$ cat config.mk
export PLATFORM = sky130hd
export DESIGN_NAME = rsa_modmul_flat
export DESIGN_NICKNAME = d
export VERILOG_FILES = /design/src/rtl/rsa_modmul_if.sv /design/src/rtl/rsa_modmul.sv /design/src/flat_wrapper.sv
export SDC_FILE = /design/constraint.sdc
export NUM_CORES = 1
export LEC_CHECK = 0
export CAP_MARGIN = 20
export CORE_MARGIN = 3
export CORE_UTILIZATION = 45
export CTS_CLUSTER_SIZE = 16
export DETAILED_ROUTE_END_ITERATION = 8
export GPL_TIMING_DRIVEN = 0
export PLACE_DENSITY = 0.66
export SYNTH_ARGS = -nofsm -noshare
export SYNTH_HDL_FRONTEND = slang
export SYNTH_SLANG_ARGS = --single-unit
$ cat constraint.sdc
create_clock -name clk -period 5.3 [get_ports clk]
set_clock_uncertainty 0.15 [all_clocks]
set_input_delay 1.325 -clock clk [delete_from_list [all_inputs] [get_ports clk]]
set_output_delay 1.325 -clock clk [all_outputs]
set_load 0.005 [all_outputs]
$ cat src/rtl/rsa_modmul_if.sv
// Handshake and operand bundle for the rsa_modmul datapath stage.
// The err line exists only when RSA_MODMUL_CHECK_EN is defined.
interface rsa_modmul_if #(
    parameter int WIDTH = 8
);
    logic             start;
    logic [WIDTH-1:0] a;
    logic [WIDTH-1:0] b;
    logic [WIDTH-1:0] n;
    logic [WIDTH-1:0] result;
    logic             busy;
    logic             finished;
`ifdef RSA_MODMUL_CHECK_EN
    logic             err;

    modport master (output start, a, b, n, input result, busy, finished, err);
    modport slave  (input start, a, b, n, output result, busy, finished, err);
`else
    modport master (output start, a, b, n, input result, busy, finished);
    modport slave  (input start, a, b, n, output result, busy, finished);
`endif
endinterface

$ cat src/rtl/rsa_modmul.sv
// Iterative interleaved modular multiplier: result = (a * b) mod n, one multiplier bit per clock, MSB first.
// Optional operand check (n = 0 or a >= n flagged on err) is enabled by defining RSA_MODMUL_CHECK_EN.
module rsa_modmul #(
    parameter int WIDTH = 8,
    parameter int CNT_W = 4
) (
    input  logic          clk,
    input  logic          rst,
    rsa_modmul_if.slave   bus
);

    typedef enum logic [1:0] {
        IDLE = 2'b00,
        CALC = 2'b01,
        DONE = 2'b10
    } state_t;

    state_t             state_r, state_s;
    logic [WIDTH-1:0]   a_r, a_s;
    logic [WIDTH-1:0]   b_r, b_s;
    logic [WIDTH-1:0]   n_r, n_s;
    logic [WIDTH-1:0]   acc_r, acc_s;
    logic [CNT_W-1:0]   cnt_r, cnt_s;
    logic [WIDTH-1:0]   result_r, result_s;
    logic               busy_r, busy_s;
    logic               finished_r, finished_s;
    logic               err_r, err_s;
    logic               op_bad_s;
    logic [WIDTH-1:0]   dbl_s;
    logic [WIDTH-1:0]   step_s;

    // One conditional subtraction on a WIDTH+1 bit value; the result fits WIDTH bits when t < 2n.
    function automatic logic [WIDTH-1:0] cond_sub(input logic [WIDTH:0] t, input logic [WIDTH:0] m);
        if (t >= m) begin
            return WIDTH'(t - m);
        end else begin
            return WIDTH'(t);
        end
    endfunction

    // Operand precondition check at acceptance time.
`ifdef RSA_MODMUL_CHECK_EN
    always_comb begin
        op_bad_s = (bus.n == {WIDTH{1'b0}}) || (bus.a >= bus.n);
    end
`else
    always_comb begin
        op_bad_s = 1'b0;
    end
`endif

    // Single multiplier step: double, reduce, conditionally add a, reduce. b_r is shifted so its MSB is the current bit.
    always_comb begin
        dbl_s = cond_sub({acc_r, 1'b0}, {1'b0, n_r});
        if (b_r[WIDTH-1]) begin
            step_s = cond_sub({1'b0, dbl_s} + {1'b0, a_r}, {1'b0, n_r});
        end else begin
            step_s = dbl_s;
        end
    end

    // Next-state and next-output logic for the IDLE/CALC/DONE controller.
    always_comb begin
        state_s    = state_r;
        a_s        = a_r;
        b_s        = b_r;
        n_s        = n_r;
        acc_s      = acc_r;
        cnt_s      = cnt_r;
        result_s   = result_r;
        busy_s     = busy_r;
        finished_s = 1'b0;
        err_s      = 1'b0;
        case (state_r)
            IDLE: begin
                if (bus.start) begin
                    a_s    = bus.a;
                    b_s    = bus.b;
                    n_s    = bus.n;
                    acc_s  = {WIDTH{1'b0}};
                    cnt_s  = CNT_W'(WIDTH - 1);
                    busy_s = 1'b1;
                    if (op_bad_s) begin
                        result_s   = {WIDTH{1'b0}};
                        finished_s = 1'b1;
                        err_s      = 1'b1;
                        state_s    = DONE;
                    end else begin
                        state_s = CALC;
                    end
                end else begin
                    busy_s = 1'b0;
                end
            end
            CALC: begin
                acc_s = step_s;
                b_s   = {b_r[WIDTH-2:0], 1'b0};
                if (cnt_r == {CNT_W{1'b0}}) begin
                    result_s   = step_s;
                    finished_s = 1'b1;
                    state_s    = DONE;
                end else begin
                    cnt_s = cnt_r - CNT_W'(1);
                end
            end
            DONE: begin
                busy_s  = 1'b0;
                state_s = IDLE;
            end
            default: begin
                busy_s  = 1'b0;
                state_s = IDLE;
            end
        endcase
    end

    // State and datapath registers; every output is taken straight from a flop.
    always_ff @(posedge clk or posedge rst) begin
        if (rst) begin
            state_r    <= IDLE;
            a_r        <= {WIDTH{1'b0}};
            b_r        <= {WIDTH{1'b0}};
            n_r        <= {WIDTH{1'b0}};
            acc_r      <= {WIDTH{1'b0}};
            cnt_r      <= {CNT_W{1'b0}};
            result_r   <= {WIDTH{1'b0}};
            busy_r     <= 1'b0;
            finished_r <= 1'b0;
            err_r      <= 1'b0;
        end else begin
            state_r    <= state_s;
            a_r        <= a_s;
            b_r        <= b_s;
            n_r        <= n_s;
            acc_r      <= acc_s;
            cnt_r      <= cnt_s;
            result_r   <= result_s;
            busy_r     <= busy_s;
            finished_r <= finished_s;
            err_r      <= err_s;
        end
    end

    assign bus.result   = result_r;
    assign bus.busy     = busy_r;
    assign bus.finished = finished_r;
`ifdef RSA_MODMUL_CHECK_EN
    assign bus.err      = err_r;
`else
    logic unused_err_s;
    assign unused_err_s = err_r;
`endif

endmodule

$ cat src/flat_wrapper.sv
// flat-port wrapper written by rule: the top's interface ports become plain ports
module rsa_modmul_flat 
#(
    parameter int WIDTH = 8,
    parameter int CNT_W = 4
)
  (clk, rst, bus_start, bus_a, bus_b, bus_n, bus_result, bus_busy, bus_finished);
  rsa_modmul_if #(.WIDTH(WIDTH)) bus_i ();
  input  logic clk;
  input  logic rst;
  input wire logic [$bits(bus_i.start)-1:0] bus_start;
  input wire logic [$bits(bus_i.a)-1:0] bus_a;
  input wire logic [$bits(bus_i.b)-1:0] bus_b;
  input wire logic [$bits(bus_i.n)-1:0] bus_n;
  output wire logic [$bits(bus_i.result)-1:0] bus_result;
  output wire logic [$bits(bus_i.busy)-1:0] bus_busy;
  output wire logic [$bits(bus_i.finished)-1:0] bus_finished;
  assign bus_i.start = bus_start;
  assign bus_i.a = bus_a;
  assign bus_i.b = bus_b;
  assign bus_i.n = bus_n;
  assign bus_result = bus_i.result;
  assign bus_busy = bus_i.busy;
  assign bus_finished = bus_i.finished;
  rsa_modmul #(.WIDTH(WIDTH), .CNT_W(CNT_W)) u_core (.clk(clk), .rst(rst), .bus(bus_i));
endmodule
==> metrics.yaml, run 1 <==
run_status:
  outcome: "completed"
place:
  post_dp_cell_area_sq_um: 3810
  post-dp-hpwl_mm: 6.63
  gp_congestion: 0.877
  io_buffers: 36
  dp_cells: 516
global_route:
  grt_pass1_wl_mm: 14.1
  antenna_found_initial: 0
  first_global_vias: 2853
  overflow: 0
  grt_max_degree: 34
  grt_usage_pct: 21.3
routing:
  route.detailed.drc: 0
  highest-signal-layer: "met4"
  drtAntennaViolNets: 0
  vias_per_cell: 5.68
  wl_met2_mm: 3.93
  routed_wl_mm: 8.73
  dr.pass1.iters: 5
  vias: 3023
  drtIter0Drc: 143
  met1Wirelength_mm: 4.13
  met3_wirelength_um: 483
  routedWlPerCell_um: 16.4
timing:
  finalMaxSlewViolations: 0
  max_freq_mhz: 194
  max_slew_margin_pct: 63.6
  finalHoldViolations: 0
  fin_crit_sh_pct: 97.2
  layout_min_cycle_time_ps: 5150
  worstMarginPinSlew_ps: 547
  setup_viol: 0
  fin_tns_setup_ps: 0
layout:
  drive_gt1_share_pct: 12.8
  area_delta_synth_final_pct: 23.7
  fin_nets: 491
  post-route-util_pct: 58.9
  fillers: 616
  stdcell_area_sq_um: 4090
  fin_cells: 532
  n_antenna_cell: 0
clocking:
  clk_path_buf_depth: 2
  h-tree-depth: 2
  cts.clk_slew.worst_paths_ps: 100
  root_buffer: "clkbuf_8"
  numCtsBuffers: 5
  cts_tree: "built"
  clk_latency_ps: 320
  cts_sinks: 48
  ctsHoldBuffers: 0
die:
  ios: 37
  start_util_pct: 47.6
  die_area_sq_um: 8410
  dieHeight_um: 91.7
  core_sq_um: 6940
  fp.dieW_um: 91.7
  num_rows: 30
yosys:
  synthCells: 383
  synth_nets: 439
  yosysTopAreaCellShare_pct: 36.3
  syn_area_per_cell_sq_um: 8.63
  synth_ff_type: "dfrtp_1"
  synthArstFlopShare_pct: 100
  ys_seq_area_share_pct: 36.3
  synthesis.area_sq_um: 3310
  ys_ff_latch: 48
  yosysWarnings: 0
  netlist.top_cell.by_area: "dfrtp_1"
  synth-edff-count: 0
  netlist_top_cells_area: "dfrtp_1 36%, ha_1 9.8%, nand2_1 8.5%"
  ys_types: 58
job:
  cap_violations: 0
setup_path:
  r2r_start: "u_core.acc_r[0]$_DFFE_PP0P_"
  crit_required_ps: 5330
  timing.reg2reg.setup_slack_ps: 150
  path_class: "register to register"
  critPathLaunch: "u_core.acc_r[0]$_DFFE_PP0P_"
  crit_path_start_kind: "register"
  worstReg2RegEnd: "u_core.bus.result[5]$_DFFE_PP0P_"
  cp.arrival_ps: 5190
  endpoint_kind: "register"
  worst-r2r-cell-count: 21
  path_max_fanout: 4
  endpoint: "u_core.bus.result[5]$_DFFE_PP0P_"
hold_path:
  hold_path_class: "register to register"
-- logic make-up after synthesis --
family                     share of synthesized area, %
and+or+nand+nor                                    21.8
xor gates and xnor gates                           2.38
muxes                                              2.80
DFF                                                36.3
AOI/OAI and AO/OA                                  20.6
buffers and inverters                              4.50
adders and majority gates                          11.7
-- cell type report --
| type | count | area [sq um] | share of cell area (%) |
|---|---|---|---|
| Sequential cell | 48 | 1200 | 29.4 |
| Clock inverter | 3 | 46.3 | 1.13 |
| Clock buffer | 5 | 68.8 | 1.68 |
| Tap cell | 96 | 120 | 2.94 |
| Inverter | 26 | 97.6 | 2.39 |
| Timing Repair Buffer | 45 | 444 | 10.9 |
| Multi-Input combinational cell | 299 | 2060 | 50.4 |
| Buffer | 10 | 51.3 | 1.25 |
-- worst min path at each step --
stage                                   start                         to  depth (start not counted)
floorplan           u_core.b_r[1]$_DFFE_PP0P_  u_core.b_r[1]$_DFFE_PP0P_                          2
global placement    u_core.b_r[4]$_DFFE_PP0P_  u_core.b_r[4]$_DFFE_PP0P_                          2
detailed placement  u_core.b_r[5]$_DFFE_PP0P_  u_core.b_r[5]$_DFFE_PP0P_                          2
CTS                 u_core.b_r[5]$_DFFE_PP0P_  u_core.b_r[5]$_DFFE_PP0P_                          2
global route        u_core.b_r[5]$_DFFE_PP0P_  u_core.b_r[5]$_DFFE_PP0P_                          2
finish              u_core.b_r[5]$_DFFE_PP0P_  u_core.b_r[5]$_DFFE_PP0P_                          2
-- sequential cells by signal, indices dropped and copies added (netlist names), 2 cells and up --
| signal | cells |
|---|---|
| u_core.a_r | 8 |
| u_core.cnt_r | 4 |
| u_core.acc_r | 8 |
| u_core.b_r | 8 |
| u_core.bus.result | 8 |
| u_core.state_r | 2 |
| u_core.n_r | 8 |
-- repair_timing --
item | 4_1_cts | 5_1_grt
resized for setup | 5 | 25
pin swaps | 1 | 5
hold endpoints to repair | 0 | 0
endpoints found under the setup margin | 14 | 16
buffers inserted | 3 | 5
-- placed cells by master (no fill, tap or decap), drive strengths merged, types with 6 or more instances in the layout --
cell type,count
nor2,26
a22oi,6
ha,26
o211ai,9
mux2i,7
buf,12
clkdlybuf4s50,36
nor3,10
a31oi,7
nor2b,7
dfrtp,48
clkbuf,11
a21oi,15
o21a,6
nand2,75
nand3,8
xnor2,7
inv,26
o21ai,25
-- cells in the mapped netlist (4+ instances only) --
cell and count:
o21ai_0 25, nor3_1 9, o211ai_1 8, clkbuf_1 6
a21o_1 4, a21oi_1 14, o221ai_1 4, a22oi_1 6
o21a_1 6, nand3_1 8, nand2_1 75, nor2b_1 7
inv_1 25, and2_1 4, nor2_1 26, dfrtp_1 48
mux2i_1 7, ha_1 26, xnor2_1 7, a31oi_1 7
-- worst max-delay path, cell delays in order, from the launching register on --
cell and delay, ps:
dfrtp_2 440, ha_1 310, ha_1 180, and4_1 230
nor4_4 200, and3_4 270, nor2_2 70, mux2i_2 310
inv_1 150, ha_1 370, o211ai_2 100, a21oi_2 140
nor3_1 80, xnor2_1 340, ha_1 350, a21oi_2 150
o31ai_2 90, o21a_1 220, nor3_4 160, buf_4 170
mux2i_2 350, o221ai_1 190
-- through the flow --
step | setup WS [ps] | hold WS [ps]
global route | -32.0 | 364
global placement | -272 | 313
CTS | -26.9 | 340
floorplan | 538 | 297
finish | 148 | 342
detailed placement | -344 | 315
-- layer usage --
metal / GRT usage [%] / up-vias
li1: - / 1466
met1: 30.5 / 1442
met2: 33.1 / 100
met3: 3.69 / 15
met4: 5.82 / 0
met5: 0 / -
Power of run 1 is not shown: default switching activity piles up to over one toggle a cycle in this logic, so the estimate is an artifact.
==> run 2, diff against run 1 <==
--- a/config.mk
+++ b/config.mk
@@ -11,6 +11,7 @@
 export CTS_CLUSTER_SIZE = 16
 export DETAILED_ROUTE_END_ITERATION = 8
 export GPL_TIMING_DRIVEN = 0
+export HOLD_SLACK_MARGIN = 0.05
 export PLACE_DENSITY = 0.66
 export SYNTH_ARGS = -nofsm -noshare
 export SYNTH_HDL_FRONTEND = slang
==> results of run 2 <==
No change in the layout: final DEF, timing and power equal those of run 1.
Power of run 2 is left out for the same reason.
==> RTL change, RTL diff (config.mk and constraints of run 2) <==
`CNT_W` is set to 4 in 2 places; all go to 6.
--- a/src/rtl/rsa_modmul.sv
+++ b/src/rtl/rsa_modmul.sv
@@ -2,7 +2,7 @@
 // Optional operand check (n = 0 or a >= n flagged on err) is enabled by defining RSA_MODMUL_CHECK_EN.
 module rsa_modmul #(
     parameter int WIDTH = 8,
-    parameter int CNT_W = 4
+    parameter int CNT_W = 6
 ) (
     input  logic          clk,
     input  logic          rst,
--- a/src/flat_wrapper.sv
+++ b/src/flat_wrapper.sv
@@ -2,7 +2,7 @@
 module rsa_modmul_flat 
 #(
     parameter int WIDTH = 8,
-    parameter int CNT_W = 4
+    parameter int CNT_W = 6
 )
   (clk, rst, bus_start, bus_a, bus_b, bus_n, bus_result, bus_busy, bus_finished);
   rsa_modmul_if #(.WIDTH(WIDTH)) bus_i ();
Function: same outputs for any inputs over 4 cycles, from zero or initial values and one cycle with rst high; that may be too few to reach the edited logic, so the function may still have changed.
==> RTL change against run 2 <==
Sequential cell count increased by 2. Non-clock buffer count stayed put. Fmax grew 1.1%. Global-route usage down 1.7 points. Synthesized area increased by 1.1%. Routed wire length shrank 5.7%. Final area up 2.9%. Setup slack improved by 56 ps. Critical endpoint is now u_core.bus.result[1].
Power is not shown: default switching activity piles up to over one toggle a cycle in this logic, so the estimate is an artifact.
==> RTL change: results (changes against run 2) <==
vias in the first global route 2695 (-5.5%); Placer Congestion 0.8739 (-0.36%); Synth cell types 61 (+5.2%); Commonest cells post-synth dfrtp_1 (50), nand2_1 (39), o21ai_0 (31); CTS root buf clkbuf_8; Avg Vias per Cell 5.564 (-2.1%); peak fanout along the critical path 8 (+4); DR WL/cell 16.45 um (+0.30%); main area contributors after synthesis dfrtp_1 (37%), ha_1 (10%), o21ai_0 (4.6%), nand2_1 (4.4%), mux2i_1 (4.2%); Slew @ Worst Pin 641.0 ps (+94.40 ps); crit path DAT 5170 ps (-20 ps); overall routing resource usage 19.57% (-1.7 points); # nets final 461 (-6.1%); pre-CTS setup slack -479.4 ps (-135.6 ps); DRT Pass-1 Iters 4 (-1); clock buffer count from CTS 5 (unchanged); outcome finished clean; Ant. Diodes 0 (unchanged); Detail Placement HPWL 6.182 mm (-6.7%); syn_nets 407 (-7.3%); first-pass GRT wire length 13.17 mm (-6.9%); share of cells above drive strength 1 18.07% (+5.2 points); largest net degree at the start of global routing 38 (+12%); sequential share of the synthesized area 37.44% (+1.1 points); initial antenna violation count 0 (unchanged); Iteration-0 DRC Markers 106 (-26%); hold crit path type reg -> reg; CTS H-tree depth 2 (unchanged)
==> RTL change: per-stage QoR <==
| stage | instances | cell area (um2) |
|---|---|---|
| finish | 500 | 4209 |
| global placement | 482 | 3822 |
| global route | 500 | 4209 |
| CTS | 496 | 4039 |
| detailed placement | 483 | 3842 |
| floorplan | 350 | 3342 |
==> RTL change: metal layers <==
layer,part of all wire (%),vias up,GRT usage (%)
li1,-,1367,-
met1,44,1356,27.28
met2,48,51,32.06
met3,6.4,8,2.953
met4,1.4,0,4.703
met5,0,-,0
==> RTL change: final cells by class <==
cell class                      instances  area (um2)
Inverter                               28       105.1
Timing Repair Buffer                   47       471.7
Tap cell                               96       120.1
Buffer                                  8       31.28
Clock inverter                          2       13.76
Sequential cell                        50        1254
Clock buffer                            5       68.82
Multi-Input combinational cell        264        2145
Fill cell                             616        2773
==> RTL change: worst paths after layout <==
| path | from | to | slack (ps) |
|---|---|---|---|
| worst max register to register | u_core.acc_r[0] | u_core.bus.result[1] | 200 |
| max in group asynchronous | rst | u_core.n_r[0] | 3360 |
| worst min register to register | u_core.b_r[3] | u_core.b_r[3] | 340 |
| worst min-delay path | u_core.b_r[3] | u_core.b_r[3] | 340 |
| min in group asynchronous | rst | u_core.cnt_r[4] | 1120 |
| worst max-delay path | u_core.acc_r[0] | u_core.bus.result[1] | 200 |
==> RTL change: worst max-delay path, delay by kind of cell, from the launching register on <==
family	cells	cell delay, ps
multiplexers	1	320
AND/OR/NAND/NOR	7	1400
buffers and inverters	2	220
XOR/XNOR	1	150
flip-flops	1	440
AO/OA/AOI/OAI	6	1120
adder cells (fa/ha/maj)	4	1180
==> RTL change: logic make-up after synthesis <==
family	share of synthesized area (%)
compound gates	20.44
simple gates	14.86
xor+xnor	3.931
flops	37.44
mux	7.338
fa+ha+maj	11.91
buf+inv	4.081
==> RTL change: timing repair <==
item                       in CTS  in global routing
hold buffers                    0                  0
buffers inserted                6                  4
hold endpoints to repair        0                  0
pin swaps                       7                  7
resized for setup              10                 31
setup endpoints to repair      16                 16
